===== config.mk =====
export PLATFORM = sky130hd
export DESIGN_NAME = uart_tx_ctrl
export DESIGN_NICKNAME = d
export VERILOG_FILES = /design/src/rtl/uart_tx_pkg.sv /design/src/rtl/uart_tx_shifter.sv /design/src/rtl/uart_tx_ctrl.sv
export SDC_FILE = /design/constraint.sdc
export NUM_CORES = 1
export LEC_CHECK = 0
export BUFFER_PORTS_ARGS = -buffer_cell sky130_fd_sc_hd__buf_4
export CORE_UTILIZATION = 45
export DETAILED_ROUTE_END_ITERATION = 8
export GPL_TIMING_DRIVEN = 0
export PLACE_DENSITY_LB_ADDON = 0.3
export SYNTH_ARGS = -nofsm -noshare
export SYNTH_HDL_FRONTEND = slang
export SYNTH_SLANG_ARGS = --single-unit

===== constraint.sdc =====
create_clock -name i_clk -period 1.3 [get_ports i_clk]
set_input_delay 0.26 -clock i_clk [delete_from_list [all_inputs] [get_ports i_clk]]
set_output_delay 0.26 -clock i_clk [all_outputs]
set_load 0.02 [all_outputs]

===== src/rtl/uart_tx_pkg.sv =====
// Shared definitions for the UART transmit controller.
//   - FSM state encoding, as an enum and as legacy localparam constants
//   - parity select constants
//   - frame length helper, in bit periods
// Optional feature macro: UART_TX_PARITY_EN (consumed by uart_tx_ctrl).
package uart_tx_pkg;

  typedef enum logic [2:0] {
    E_IDLE   = 3'd0,
    E_ARM    = 3'd1,
    E_START  = 3'd2,
    E_DATA   = 3'd3,
    E_PARITY = 3'd4,
    E_STOP   = 3'd5
  } uart_tx_state_e;

  localparam logic [2:0] ST_IDLE   = E_IDLE;
  localparam logic [2:0] ST_ARM    = E_ARM;
  localparam logic [2:0] ST_START  = E_START;
  localparam logic [2:0] ST_DATA   = E_DATA;
  localparam logic [2:0] ST_PARITY = E_PARITY;
  localparam logic [2:0] ST_STOP   = E_STOP;

  localparam logic PARITY_EVEN = 1'b0;
  localparam logic PARITY_ODD  = 1'b1;

  // start + data + optional parity + stop bits
  function automatic int unsigned uart_frame_len(input int unsigned data_width,
                                                 input int unsigned stop_bits,
                                                 input bit          parity_en);
    return 1 + data_width + (parity_en ? 1 : 0) + stop_bits;
  endfunction

endpackage


===== src/rtl/uart_tx_shifter.sv =====
// Payload shift register and data-bit counter for the UART transmitter.
// Ports:
//   i_clk, i_rst_n  clock, async active-low reset
//   i_load          capture i_data and clear the bit counter
//   i_shift         shift right by one and count one data bit
//   i_data          payload to capture
//   o_bit0          bit currently on the line during DATA
//   o_bit1          bit that becomes o_bit0 after the next shift
//   o_last          counter is on the final data bit
module uart_tx_shifter
  import uart_tx_pkg::*;
#(
  parameter int DATA_WIDTH = 8
) (
  input  logic                  i_clk,
  input  logic                  i_rst_n,
  input  logic                  i_load,
  input  logic                  i_shift,
  input  logic [DATA_WIDTH-1:0] i_data,
  output logic                  o_bit0,
  output logic                  o_bit1,
  output logic                  o_last
);

  localparam int CW = $clog2(DATA_WIDTH + 1);

  logic [DATA_WIDTH-1:0] r_shift;
  logic [CW-1:0]         r_cnt;

  always_ff @(posedge i_clk or negedge i_rst_n) begin
    if (!i_rst_n) begin
      r_shift <= '0;
      r_cnt   <= '0;
    end else if (i_load) begin
      r_shift <= i_data;
      r_cnt   <= '0;
    end else if (i_shift) begin
      r_shift <= {1'b0, r_shift[DATA_WIDTH-1:1]};
      r_cnt   <= r_cnt + CW'(1);
    end
  end

  assign o_bit0 = r_shift[0];
  assign o_bit1 = r_shift[1];
  assign o_last = (r_cnt == CW'(DATA_WIDTH - 1));

endmodule


===== src/rtl/uart_tx_ctrl.sv =====
// UART transmit controller: Send/Ready handshake, frame sequencing paced by
// an external baud tick, registered serial output and a frame-done pulse.
// Optional feature macro: UART_TX_PARITY_EN inserts a parity bit after data.
// Ports:
//   i_clk, i_rst_n  clock, async active-low reset
//   i_baud_tick     one-cycle enable per bit period
//   i_send          transmit request, honoured only while o_ready
//   i_data_in       payload, captured on acceptance
//   i_parity_odd    1 = odd, 0 = even parity (ignored without the feature)
//   o_tx_out        serial line, idle high
//   o_ready         block is idle and can accept i_send
//   o_busy          frame in progress
//   o_done_flag     one-cycle pulse on the first idle cycle after a frame
//
// state  | meaning
// IDLE   | line high, waiting for i_send
// ARM    | line high, waiting for a tick so the start bit is a full period
// START  | start bit (low)
// DATA   | data bits, LSB first
// PARITY | parity bit (feature builds only)
// STOP   | stop bit(s), high
module uart_tx_ctrl
  import uart_tx_pkg::*;
#(
  parameter int DATA_WIDTH = 8,
  parameter int STOP_BITS  = 1
) (
  input  logic                  i_clk,
  input  logic                  i_rst_n,
  input  logic                  i_baud_tick,
  input  logic                  i_send,
  input  logic [DATA_WIDTH-1:0] i_data_in,
  input  logic                  i_parity_odd,
  output logic                  o_tx_out,
  output logic                  o_ready,
  output logic                  o_busy,
  output logic                  o_done_flag
);

  // stop-bit down-counter preload: remaining ticks after the first one
  localparam logic STOP_LOAD = (STOP_BITS == 2);

  logic [2:0] r_state;
  logic [2:0] w_state_next;
  logic       r_tx;
  logic       w_tx_next;
  logic       r_done;
  logic       w_done_next;
  logic       r_stop_left;
  logic       w_accept;
  logic       w_shift;
  logic       w_bit0;
  logic       w_bit1;
  logic       w_last;

  assign w_accept = (r_state == ST_IDLE) && i_send;
  assign w_shift  = (r_state == ST_DATA) && i_baud_tick;

  uart_tx_shifter #(
    .DATA_WIDTH(DATA_WIDTH)
  ) u_shifter (
    .i_clk   (i_clk),
    .i_rst_n (i_rst_n),
    .i_load  (w_accept),
    .i_shift (w_shift),
    .i_data  (i_data_in),
    .o_bit0  (w_bit0),
    .o_bit1  (w_bit1),
    .o_last  (w_last)
  );

`ifdef UART_TX_PARITY_EN
  // Parity is resolved at acceptance because the shifter destroys the payload.
  logic r_par_bit;

  always_ff @(posedge i_clk or negedge i_rst_n) begin
    if (!i_rst_n) begin
      r_par_bit <= 1'b0;
    end else if (w_accept) begin
      r_par_bit <= (^i_data_in) ^ (i_parity_odd == PARITY_ODD);
    end
  end
`else
  logic w_unused_parity;
  assign w_unused_parity = i_parity_odd;
`endif

  always_comb begin
    w_state_next = r_state;
    w_done_next  = 1'b0;
    case (r_state)
      ST_IDLE:  if (i_send) w_state_next = ST_ARM;
      ST_ARM:   if (i_baud_tick) w_state_next = ST_START;
      ST_START: if (i_baud_tick) w_state_next = ST_DATA;
      ST_DATA: begin
        if (i_baud_tick && w_last) begin
`ifdef UART_TX_PARITY_EN
          w_state_next = ST_PARITY;
`else
          w_state_next = ST_STOP;
`endif
        end
      end
`ifdef UART_TX_PARITY_EN
      ST_PARITY: if (i_baud_tick) w_state_next = ST_STOP;
`endif
      ST_STOP: begin
        if (i_baud_tick && !r_stop_left) begin
          w_state_next = ST_IDLE;
          w_done_next  = 1'b1;
        end
      end
      default:  w_state_next = ST_IDLE;
    endcase
  end

  // Line value follows the next state so o_tx_out is a plain flop; inside
  // DATA a tick shifts the register, so the upcoming bit is bit1.
  always_comb begin
    w_tx_next = 1'b1;
    case (w_state_next)
      ST_START:  w_tx_next = 1'b0;
      ST_DATA:   w_tx_next = (r_state == ST_DATA && i_baud_tick) ? w_bit1 : w_bit0;
`ifdef UART_TX_PARITY_EN
      ST_PARITY: w_tx_next = r_par_bit;
`endif
      default:   w_tx_next = 1'b1;
    endcase
  end

  always_ff @(posedge i_clk or negedge i_rst_n) begin
    if (!i_rst_n) begin
      r_state     <= ST_IDLE;
      r_tx        <= 1'b1;
      r_done      <= 1'b0;
      r_stop_left <= 1'b0;
    end else begin
      r_state <= w_state_next;
      r_tx    <= w_tx_next;
      r_done  <= w_done_next;
      if (r_state != ST_STOP) begin
        r_stop_left <= STOP_LOAD;
      end else if (i_baud_tick) begin
        r_stop_left <= 1'b0;
      end
    end
  end

  assign o_tx_out    = r_tx;
  assign o_ready     = (r_state == ST_IDLE);
  assign o_busy      = (r_state != ST_IDLE);
  assign o_done_flag = r_done;

endmodule

==> flow_summary.toml <==
[outcome]
status = "complete, but fails checks"
violations = "negative setup slack"

[pwr]
p_per_area_nw_per_um2 = 1802
p_leak_nw = 0.5770
irDropWorstVdd_mv = 0.9509

[place]
port-buffer-count = 15
gp_congestion = 0.7976
postPlaceCellArea_um2 = 983.4
dpl.hpwl_um = 1088

[detailed_routing]
met3_length_um = 64
via_per_inst = 5.469
routed-wl-met2_um = 1026
drt_iter0_markers = 25
vias = 782
avgRoutedWirePerCell_um = 14.34
firstDrtPassIters = 4
top_layer_used = "met4"
wl_um = 2050
wl_met1_um = 867
ant_nets = 0
drc = 0

[logic_synthesis]
yosysTopAreaCell = "dfrtp_1"
synth.distinct_cells = 29
syn-num-nets = 98
yosys.area.top_type_share = 0.4827
yosysWarnings = 0
netlist_instances = 84
ys_ff_latch = 17
synthTopCellsByArea = "dfrtp_1 48%, nand2_1 7.2%, dfstp_2 3.2%"
ys_seq_area_frac = 0.5143
synth.avg_cell_area_um2 = 9.876
syn_area_um2 = 829.5

[grt]
grt_max_degree = 18
grt_pass1_wl_um = 2898
overflow = 0
antenna_found_initial = 0
grt_use_total = 0.2083
grt_pass1_vias = 673

[timing]
fin_crit_sh = 1.233
finalMaxSlewViolations = 0
setup_viol_count_final = 15
tns_ns = -3.046
hold_viol = 0
setup_slack_ns = -0.3028
fin_crit_ns = 1.603
hold_ws_ns = 0.1496
finClkSkew_ns = 0.001148
grt_setup_unrepaired = "yes"
worstMarginPinSlew_ns = 0.2893
maxSlewHeadroom = 0.8063
clock.fmax_mhz = 623.9

[floorplan]
initial_core_util = 0.4804
die_h_um = 44.94
rows = 15
dieArea_um2 = 2019
chipWidth_um = 44.94
core_um2 = 1727
ios = 17

[min_path]
hp-class = "in -> reg"
min_from = "i_data_in[7]"

[setup_path]
cpLargestDelayFamily = "simple AND/OR/NAND/NOR gates"
cp_slowest_cell = "or4b_4"
worst-path-buf-inv = 1
critical_path.max_stage_delay_ns = 0.59
cp.arrival_ns = 1.79
worst_setup_path_end_kind = "flip-flop"
crit_start = "r_state[2]$_DFF_PN0_"
reg2reg_from = "r_state[2]$_DFF_PN0_"
crit_path_max_fanout = 5
worstSetupStartpointType = "flip-flop"
cp_cell_sequence = "buf_12 -> or4b_4 -> nor2_1 -> a31oi_4"
critPathKind = "reg -> reg"
crit_required_ns = 1.48

[final_layout]
final_cell_mix = "23 x buf_4, 15 x nand2_1, 14 x dfrtp_1, 9 x buf_6, 4 x inv_1"
multi_input_area_um2 = 457.9
finalNetCount = 133
final-seq-area_um2 = 429.2
final_core_util = 0.7435
fillCellCount = 121
final_common_cell = "buf_4"
synthToLayoutAreaGrowth_pct = 54.75
antenna_cells = 0
fin_area_um2 = 1284
drive_above_1_share = 0.5339

[cts]
cts_tree = "yes"
insertion_delay_ns = 0.30
clockBufferDepth = 2
clock-root-buffer = "clkbuf_4"
cts-buffers-inserted = 3
htreeDepth = 1
clk_pin_slew_ns = 0.10
cts.sinks = 17

[run]
maxCapViolCount = 0
state kept, by name (all words and copies together) (netlist names):
name               cells
o_tx_out               1
u_shifter.r_cnt        4
r_state                3
u_shifter.r_shift      8
o_done_flag            1
layout make-up:
type,instances,area share
Sequential cell,17,0.3343
Inverter,5,0.01462
Buffer,2,0.02047
Clock buffer,3,0.01754
Tap cell,25,0.02437
Timing Repair Buffer,33,0.2281
Multi-Input combinational cell,57,0.3567
Clock inverter,1,0.003899
per-layer routing:
| metal | global-route usage | vias to the layer above |
|---|---|---|
| li1 | - | 362 |
| met1 | 0.2762 | 382 |
| met2 | 0.3130 | 28 |
| met3 | 0.02400 | 10 |
| met4 | 0.1515 | 0 |
| met5 | 0 | - |
power breakdown:
part | total, mW | switching (mW) | internal [mW] | leakage [nW]
logic | 1.18 | 0.541 | 0.634 | 0.345
registers | 0.846 | 0.131 | 0.715 | 0.214
clock network | 0.292 | 0.177 | 0.115 | 0.0177
repair_timing:
action	CTS	global route
setup buffers	9	8
endpoints found under the hold margin	16	0
gates resized for setup	21	17
pin swaps	14	10
endpoints found under the setup margin	15	18
hold buffers	1	0
gates cloned	1	0
per-stage QoR:
step / std cells / power [mW] / setup WS [ns]
after floorplan: 84 / 1.350 / -0.09892
after global placement: 124 / 1.515 / -0.1886
after detailed placement: 124 / 1.538 / -0.1978
after CTS: 138 / 2.099 / -0.3015
after global routing: 143 / 2.459 / -0.3264
final: 143 / 2.313 / -0.3028
logic make-up after synthesis:
| logic type | synth area share |
|---|---|
| xor gates and xnor gates | 0.01056 |
| buffers and inverters | 0.06787 |
| DFF | 0.5143 |
| and+or+nand+nor | 0.2474 |
| adders and majority gates | 0.01508 |
| AOI/OAI and AO/OA | 0.1327 |
| muxes | 0.01207 |
tightest hold or removal path: cells and delay by family:
family / cells / cell delay [ns]
and+or+nand+nor: 2 / 0.08
buffers and inverters: 1 / 0.08
path summary, 6_finish.rpt:
path                                                          to  slack (ns)  cells past startpoint
max in group asynchronous                     o_tx_out$_DFF_PN1_        0.70                      2
worst max-delay path            u_shifter.r_shift[4]$_DFFE_PN0P_       -0.30                      4
worst min-delay path            u_shifter.r_shift[7]$_DFFE_PN0P_        0.15                      3
min in group asynchronous                  o_done_flag$_DFF_PN0_        0.35                      2
worst max register to register  u_shifter.r_shift[4]$_DFFE_PN0P_       -0.30                      4
worst min register to register  u_shifter.r_shift[7]$_DFFE_PN0P_        0.52                      2
synth_stat cells:
cell	count
o41ai_1	1
nand3_1	4
and4b_2	1
nand4_1	1
or2_2	1
nand2_1	16
buf_2	3
a21o_1	1
mux2i_1	1
o21ai_0	3
nor4b_4	1
or4b_4	1
nor3b_1	1
a311oi_1	1
or3_2	1
a21oi_1	4
dfrtp_1	16
a22oi_1	2
nor2_1	6
inv_1	5
a31oi_1	4
nand4b_1	1
buf_6	2
dfstp_2	1
o311a_1	1
or3_1	2
ha_1	1
xnor2_1	1
nor3_1	1
No activity file was read; power rests on OpenSTA's default activity.
